--- config.mk ---
export PLATFORM = sky130hd
export DESIGN_NAME = spi_master
export DESIGN_NICKNAME = d
export VERILOG_FILES = /design/src/rtl/spi_pkg.sv /design/src/rtl/spi_master_shifter.sv /design/src/rtl/spi_master.sv
export SDC_FILE = /design/constraint.sdc
export NUM_CORES = 1
export LEC_CHECK = 0
export CAP_MARGIN = 20
export CORE_AREA = 2 2 74 76
export DETAILED_ROUTE_END_ITERATION = 10
export DIE_AREA = 0 0 76 78
export SKIP_LAST_GASP = 1
export SLEW_MARGIN = 0
export SYNTH_ARGS = -nofsm -noshare
export SYNTH_HDL_FRONTEND = slang
export SYNTH_SLANG_ARGS = --single-unit
--- constraint.sdc ---
create_clock -name clk -period 4.8 [get_ports clk]
set_input_delay 1.44 -clock clk [delete_from_list [all_inputs] [get_ports clk]]
set_output_delay 1.44 -clock clk [all_outputs]
set_load 0.02 [all_outputs]
--- src/rtl/spi_pkg.sv ---
// Shared definitions for the SPI master, slave and RAM: state encoding,
// command codes and default frame geometry.
package spi_pkg;

   localparam int FRAME_BITS_DEF = 10;
   localparam int DATA_BITS_DEF  = 8;

   // Master FSM state encoding (unused codes 6/7 recover to IDLE)
   localparam logic [2:0] ST_IDLE  = 3'd0;
   localparam logic [2:0] ST_CMD   = 3'd1;
   localparam logic [2:0] ST_SHIFT = 3'd2;
   localparam logic [2:0] ST_TURN  = 3'd3;
   localparam logic [2:0] ST_READ  = 3'd4;
   localparam logic [2:0] ST_GAP   = 3'd5;

   // Command field carried in the top two bits of each frame
   localparam logic [1:0] CMD_WR_ADDR = 2'b00;
   localparam logic [1:0] CMD_WR_DATA = 2'b01;
   localparam logic [1:0] CMD_RD_ADDR = 2'b10;
   localparam logic [1:0] CMD_RD_DATA = 2'b11;

   // Only rd-data frames turn the bus around and clock a byte back on MISO
   function automatic logic is_read_data(input logic [1:0] cmd);
      return (cmd == CMD_RD_DATA);
   endfunction

endpackage

--- src/rtl/spi_master_shifter.sv ---
// Datapath for spi_master: transmit shift register (MSB first), receive
// shadow register and the shared bit down-counter.
module spi_master_shifter
   import spi_pkg::*;
#(
   parameter int FRAME_BITS = FRAME_BITS_DEF,
   parameter int DATA_BITS  = DATA_BITS_DEF,
   parameter int CNT_W      = 4
) (
   input  logic                  i_clk,
   input  logic                  i_rst,
   input  logic                  i_load,
   input  logic [FRAME_BITS-1:0] i_din,
   input  logic                  i_shift_out,
   input  logic                  i_shift_in,
   input  logic                  i_miso,
   input  logic                  i_cnt_load,
   input  logic [CNT_W-1:0]      i_cnt_val,
   input  logic                  i_cnt_dec,
   output logic                  o_out_bit,
   output logic                  o_next_bit,
   output logic [DATA_BITS-1:0]  o_rx_next,
   output logic                  o_cnt_zero
);

   logic [FRAME_BITS-1:0] r_tx;
   // Only DATA_BITS-1 bits are kept: the final bit comes straight from MISO
   // on the commit edge, so the shadow never needs the full byte width.
   logic [DATA_BITS-2:0]  r_rx;
   logic [CNT_W-1:0]      r_cnt;

   assign o_out_bit  = r_tx[FRAME_BITS-1];
   assign o_next_bit = r_tx[FRAME_BITS-2];
   assign o_rx_next  = {r_rx, i_miso};
   assign o_cnt_zero = (r_cnt == '0);

   // Transmit register: load the captured frame, then shift left MSB first
   always_ff @(posedge i_clk or posedge i_rst) begin
      if (i_rst)
         r_tx <= '0;
      else if (i_load)
         r_tx <= i_din;
      else if (i_shift_out)
         r_tx <= {r_tx[FRAME_BITS-2:0], 1'b0};
   end

   // Receive shadow: accumulate MISO bits, MSB first
   always_ff @(posedge i_clk or posedge i_rst) begin
      if (i_rst)
         r_rx <= '0;
      else if (i_shift_in)
         r_rx <= o_rx_next[DATA_BITS-2:0];
   end

   // Bit counter: loaded per phase, counts down and holds at zero
   always_ff @(posedge i_clk or posedge i_rst) begin
      if (i_rst)
         r_cnt <= '0;
      else if (i_cnt_load)
         r_cnt <= i_cnt_val;
      else if (i_cnt_dec && (r_cnt != '0))
         r_cnt <= r_cnt - CNT_W'(1);
   end

endmodule

--- src/rtl/spi_master.sv ---
// SPI master: sends one command+payload frame per start request and, for
// rd-data frames, turns the bus around and reads a byte back on MISO.
module spi_master
   import spi_pkg::*;
#(
   parameter int FRAME_BITS = FRAME_BITS_DEF,
   parameter int DATA_BITS  = DATA_BITS_DEF,
   parameter int GAP_CYCLES = 1
) (
   input  logic                  clk,
   input  logic                  rst,
   input  logic                  start,
   input  logic [FRAME_BITS-1:0] din,
   output logic                  busy,
   output logic                  done,
   output logic [DATA_BITS-1:0]  rx_data,
   output logic                  rx_valid,
   output logic                  SS_n,
   output logic                  MOSI,
   input  logic                  MISO
);

   localparam int CNT_MAX  = (FRAME_BITS > DATA_BITS) ? FRAME_BITS : DATA_BITS;
   localparam int CNT_W    = $clog2(CNT_MAX + 1);
   localparam int GAP_LOAD = (GAP_CYCLES > 0) ? GAP_CYCLES - 1 : 0;
   localparam int GAP_W    = $clog2(GAP_LOAD + 2);

   localparam logic [CNT_W-1:0] SHIFT_LOAD = CNT_W'(FRAME_BITS - 1);
   localparam logic [CNT_W-1:0] READ_LOAD  = CNT_W'(DATA_BITS - 1);
   localparam logic [GAP_W-1:0] GAP_INIT   = GAP_W'(GAP_LOAD);

   logic [2:0]           r_state;
   logic [1:0]           r_cmd;
   logic [GAP_W-1:0]     r_gap_cnt;

   logic                 w_load;
   logic                 w_shift_out;
   logic                 w_shift_in;
   logic                 w_cnt_load;
   logic [CNT_W-1:0]     w_cnt_val;
   logic                 w_cnt_dec;
   logic                 w_out_bit;
   logic                 w_next_bit;
   logic [DATA_BITS-1:0] w_rx_next;
   logic                 w_cnt_zero;

   spi_master_shifter #(
      .FRAME_BITS (FRAME_BITS),
      .DATA_BITS  (DATA_BITS),
      .CNT_W      (CNT_W)
   ) u_shifter (
      .i_clk       (clk),
      .i_rst       (rst),
      .i_load      (w_load),
      .i_din       (din),
      .i_shift_out (w_shift_out),
      .i_shift_in  (w_shift_in),
      .i_miso      (MISO),
      .i_cnt_load  (w_cnt_load),
      .i_cnt_val   (w_cnt_val),
      .i_cnt_dec   (w_cnt_dec),
      .o_out_bit   (w_out_bit),
      .o_next_bit  (w_next_bit),
      .o_rx_next   (w_rx_next),
      .o_cnt_zero  (w_cnt_zero)
   );

   // Datapath strobes decoded from the current state
   always_comb begin
      w_load      = (r_state == ST_IDLE) && start;
      w_shift_out = (r_state == ST_SHIFT) && !w_cnt_zero;
      w_shift_in  = (r_state == ST_READ);
      w_cnt_load  = (r_state == ST_CMD) || (r_state == ST_TURN);
      w_cnt_val   = (r_state == ST_TURN) ? READ_LOAD : SHIFT_LOAD;
      w_cnt_dec   = (r_state == ST_SHIFT) || (r_state == ST_READ);
   end

   // Frame sequencer; every output is registered alongside the state.
   // MOSI is driven one bit ahead from the shifter (next_bit) so the bit
   // appears in the same cycle the counter names it.
   always_ff @(posedge clk or posedge rst) begin
      if (rst) begin
         r_state   <= ST_IDLE;
         r_cmd     <= '0;
         r_gap_cnt <= '0;
         SS_n      <= 1'b1;
         MOSI      <= 1'b0;
         busy      <= 1'b0;
         done      <= 1'b0;
         rx_valid  <= 1'b0;
         rx_data   <= '0;
      end else begin
         done     <= 1'b0;
         rx_valid <= 1'b0;
         case (r_state)
            ST_IDLE: begin
               SS_n <= 1'b1;
               MOSI <= 1'b0;
               busy <= 1'b0;
               if (start) begin
                  r_cmd   <= din[FRAME_BITS-1 -: 2];
                  SS_n    <= 1'b0;
                  MOSI    <= din[FRAME_BITS-1];
                  busy    <= 1'b1;
                  r_state <= ST_CMD;
               end
            end
            ST_CMD: begin
               MOSI    <= w_out_bit;
               r_state <= ST_SHIFT;
            end
            ST_SHIFT: begin
               if (!w_cnt_zero) begin
                  MOSI <= w_next_bit;
               end else if (is_read_data(r_cmd)) begin
                  MOSI    <= 1'b0;
                  r_state <= ST_TURN;
               end else begin
                  SS_n      <= 1'b1;
                  MOSI      <= 1'b0;
                  done      <= 1'b1;
                  r_gap_cnt <= GAP_INIT;
                  r_state   <= ST_GAP;
               end
            end
            ST_TURN: begin
               MOSI    <= 1'b0;
               r_state <= ST_READ;
            end
            ST_READ: begin
               if (w_cnt_zero) begin
                  SS_n      <= 1'b1;
                  done      <= 1'b1;
                  rx_valid  <= 1'b1;
                  rx_data   <= w_rx_next;
                  r_gap_cnt <= GAP_INIT;
                  r_state   <= ST_GAP;
               end
            end
            ST_GAP: begin
               SS_n <= 1'b1;
               MOSI <= 1'b0;
               if (r_gap_cnt == '0) begin
                  busy    <= 1'b0;
                  r_state <= ST_IDLE;
               end else begin
                  r_gap_cnt <= r_gap_cnt - GAP_W'(1);
               end
            end
            default: begin
               SS_n    <= 1'b1;
               MOSI    <= 1'b0;
               busy    <= 1'b0;
               r_state <= ST_IDLE;
            end
         endcase
      end
   end

endmodule

==> impl_metrics.csv <==
group,metric,value,unit
status,status,"complete, no violations",
yosys,seq_area_frac_synth,49.5,%
floorplanning,dieArea,5930,um^2
cells_and_area,multi_input_area,900,um^2
yosys,synth-seq-cells,39,
worst_hold_path,min_from,"rx_data[7]",
cells_and_area,regArea,977,um^2
grt,grt_overflow,0,
yosys,syn_nets,190,
sta,fmaxAchievable,0.341,GHz
floorplanning,initial_utilization,39.2,%
worst_setup_path,cp-start-kind,"input port",
worst_setup_path,cp_top_family,"simple AND/OR/NAND/NOR gates",
grt,grt_max_degree,40,
detailed_routing,wl_per_cell,15.0,um
worst_setup_path,critPathCaptureType,"flip-flop",
worst_setup_path,crit_required,5.00,ns
grt,grt_pass1_vias,1420,
sta,worst_slack,1.86,ns
yosys,syn_inst,175,
power,worst_ir_drop_vdd,0.000259,V
worst_setup_path,worstSetupPathType,"input port to flip-flop",
placed_design,finalWeightedCongestion,0.757,
floorplanning,die_h,78,um
worst_setup_path,cpPeakStageDelay,0.78,ns
yosys,synth_edf_count,0,
clock_tree,clock-root-buffer,"clkbuf_8",
worst_setup_path,cp_cell_sequence,"clkdlybuf4s50_1, nor4b_2, nand2_1, o211ai_1",
yosys,synth_area,1970,um^2
clock_tree,tritoncts,"built",
power,fin_total_pwr,1.37,mW
worst_setup_path,cp_data_arrival_time,3.13,ns
worst_setup_path,crit_path_max_fanout,11,
worst_setup_path,crit_path_top_delay_cell,"nor4b_2",
placed_design,hpwl,2750,um
power,power_density,575,nW/um^2
detailed_routing,dr.pass1.iters,4,
cells_and_area,diodes,0,
sta,worst_slew_pin_slew,0.937,ns
sta,setup_viol,0,
placed_design,place_ws,1.59,ns
detailed_routing,drc,0,
clock_tree,cts.path.max_buffers,2,
placed_design,postPlaceCellArea,2270,um^2
worst_setup_path,startpoint,"start",
floorplanning,dieWidth,76,um
detailed_routing,drt_iter0_drc,134,
yosys,synth_top_area_cell,"dfrtp_1",
worst_setup_path,r2r-start,"u_shifter.r_cnt[1]",
detailed_routing,drtAntennaViolNets,0,
sta,hold_violations,0,
run,maxCapViolCount,0,
sta,max_slew_margin,37.4,%
yosys,postSynthAreaPerCell,11.3,um^2
cells_and_area,final_area,2380,um^2
clock_tree,postCtsSetupBuffers,0,
yosys,synth_flop_cell,"dfrtp_1",
sta,slew_violations,0,
yosys,ys.warnings.count,0,
detailed_routing,num_vias,1449,
floorplanning,rows,26,
power,power.leakage,1.03,nW
grt,grt_pass1_wl,7040,um
yosys,yosysUniqueCellTypes,44,
yosys,synth_top_area_share,48.2,%
worst_hold_path,hp-class,"flip-flop to flip-flop",
sta,clock_skew,0.00758,ns
clock_tree,hold_buffers,0,
worst_setup_path,cp.buffers_inverters,1,
clock_tree,cts.sinks,39,
clock_tree,clock_latency,0.29,ns
clock_tree,htree_levels,2,
grt,grtUsageTotal,14.8,%
detailed_routing,via_per_inst,5.37,
floorplanning,ioPinCount,27,
clock_tree,clk_pin_slew_worst_paths,0.08,ns
clock_tree,ctsResizeCount,0,
floorplanning,core_area,5040,um^2
cells_and_area,area_delta_synth_final,20.5,%
sta,min_period,2.94,ns
clock_tree,cts_buffers,5,
grt,antenna_found_initial,0,
cells_and_area,fill_cells,469,
placed_design,portBuffers,26,
cells_and_area,final_nets,214,
detailed_routing,wirelength,4050,um
yosys,netlist_top_cells_area,"dfrtp_1, mux2_4, nand2_1",
sta,post-route-period-util,61.2,%
yosys,ys_async_sr_fraction,100,%
sta,tns,0,ns
cells_and_area,drive_above_1_share,18.0,%
sta,rsz0062_at_grt,"no",
==> registers in the layout, summed over array words and instances (netlist names) <==
| register | flops |
|---|---|
| u_shifter.r_rx | 7 |
| u_shifter.r_tx | 10 |
| r_cmd | 2 |
| rx_valid | 1 |
| done | 1 |
| r_state | 3 |
| rx_data | 8 |
| busy | 1 |
| MOSI | 1 |
| u_shifter.r_cnt | 4 |
| SS_n | 1 |
==> final cells by class <==
cell class              instances  share of cell area [%]
well taps                      70                    3.68
clock buffers                   5                    2.89
repair buffers                 27                    11.3
clock inverters                 3                    1.84
flip-flops and latches         39                    41.1
multi-input cells             118                    37.8
inverters                       8                    1.47
==> power by group <==
group | internal, mW | switching [mW] | total (mW)
clock | 0.155 | 0.118 | 0.272
combinational | 0.258 | 0.247 | 0.505
sequential | 0.449 | 0.143 | 0.593
==> worst paths after layout <==
path,end,slack (ns),cells past startpoint
max,MOSI,1.86,4
min in group asynchronous,rx_data[1],1.57,3
min,rx_data[7],0.52,1
max reg2reg,rx_data[1],2.74,6
max in group asynchronous,SS_n,2.87,3
min reg2reg,rx_data[7],0.52,1
==> cell usage after synthesis (all sizes together) (2+ instances only) <==
| cell type | instances |
|---|---|
| a31oi | 2 |
| nand3 | 13 |
| nor3b | 2 |
| inv | 8 |
| nor2 | 4 |
| nand2b | 2 |
| or3 | 2 |
| o211ai | 11 |
| nor3 | 6 |
| nand3b | 2 |
| a211oi | 2 |
| mux2 | 15 |
| nor2b | 3 |
| buf | 10 |
| o21ai | 6 |
| nand2 | 27 |
| a21oi | 3 |
| or3b | 2 |
| dfrtp | 38 |
==> metal layers <==
layer	part of all wire (%)	global-route usage (%)
met1	45	19.8
met2	46	23.2
met3	7.4	4.77
met4	1.2	3.82
met5	0	0
==> worst reg2reg max path: stages (launching register included) <==
cell and delay [ns]:
dfrtp_1 0.42, inv_1 0.11, ha_1 0.22, nor3b_4 0.53, nand3_4 0.19, inv_6 0.16, mux2_4 0.31
==> logic make-up after synthesis <==
group	after synthesis	share of synthesized area [%]
AND/OR/NAND/NOR	67	20.0
adder cells (fa/ha/maj)	1	0.634
multiplexers	16	11.9
flip-flops	39	49.5
AO/OA/AOI/OAI	34	13.0
buffers and inverters	18	4.94
==> layout by cell type, fill, tap and decap left out, types with 2 or more instances in the layout <==
master           instances
a211oi_1                 2
a21oi_1                  3
a31oi_1                  2
clkbuf_8                 5
clkdlybuf4s50_1         26
dfrtp_1                 38
inv_1                    7
mux2_4                  15
nand2_1                 27
nand3_1                 12
nand3b_1                 2
nor2_1                   4
nor2b_1                  3
nor3_1                   5
nor3b_4                  2
o211ai_1                11
o21ai_0                  4
or3_1                    2
==> metrics by stage <==
stage	instances	hold WS [ns]	utilization (%)
5_1_grt	270	0.539	47.2
3_5_place_dp	262	0.495	45.0
2_1_floorplan	175	0.468	-
3_3_place_gp	262	0.490	45.0
6_report	270	0.518	47.2
4_1_cts	270	0.517	47.2
Note: power is estimated with default switching activity, not from simulation.
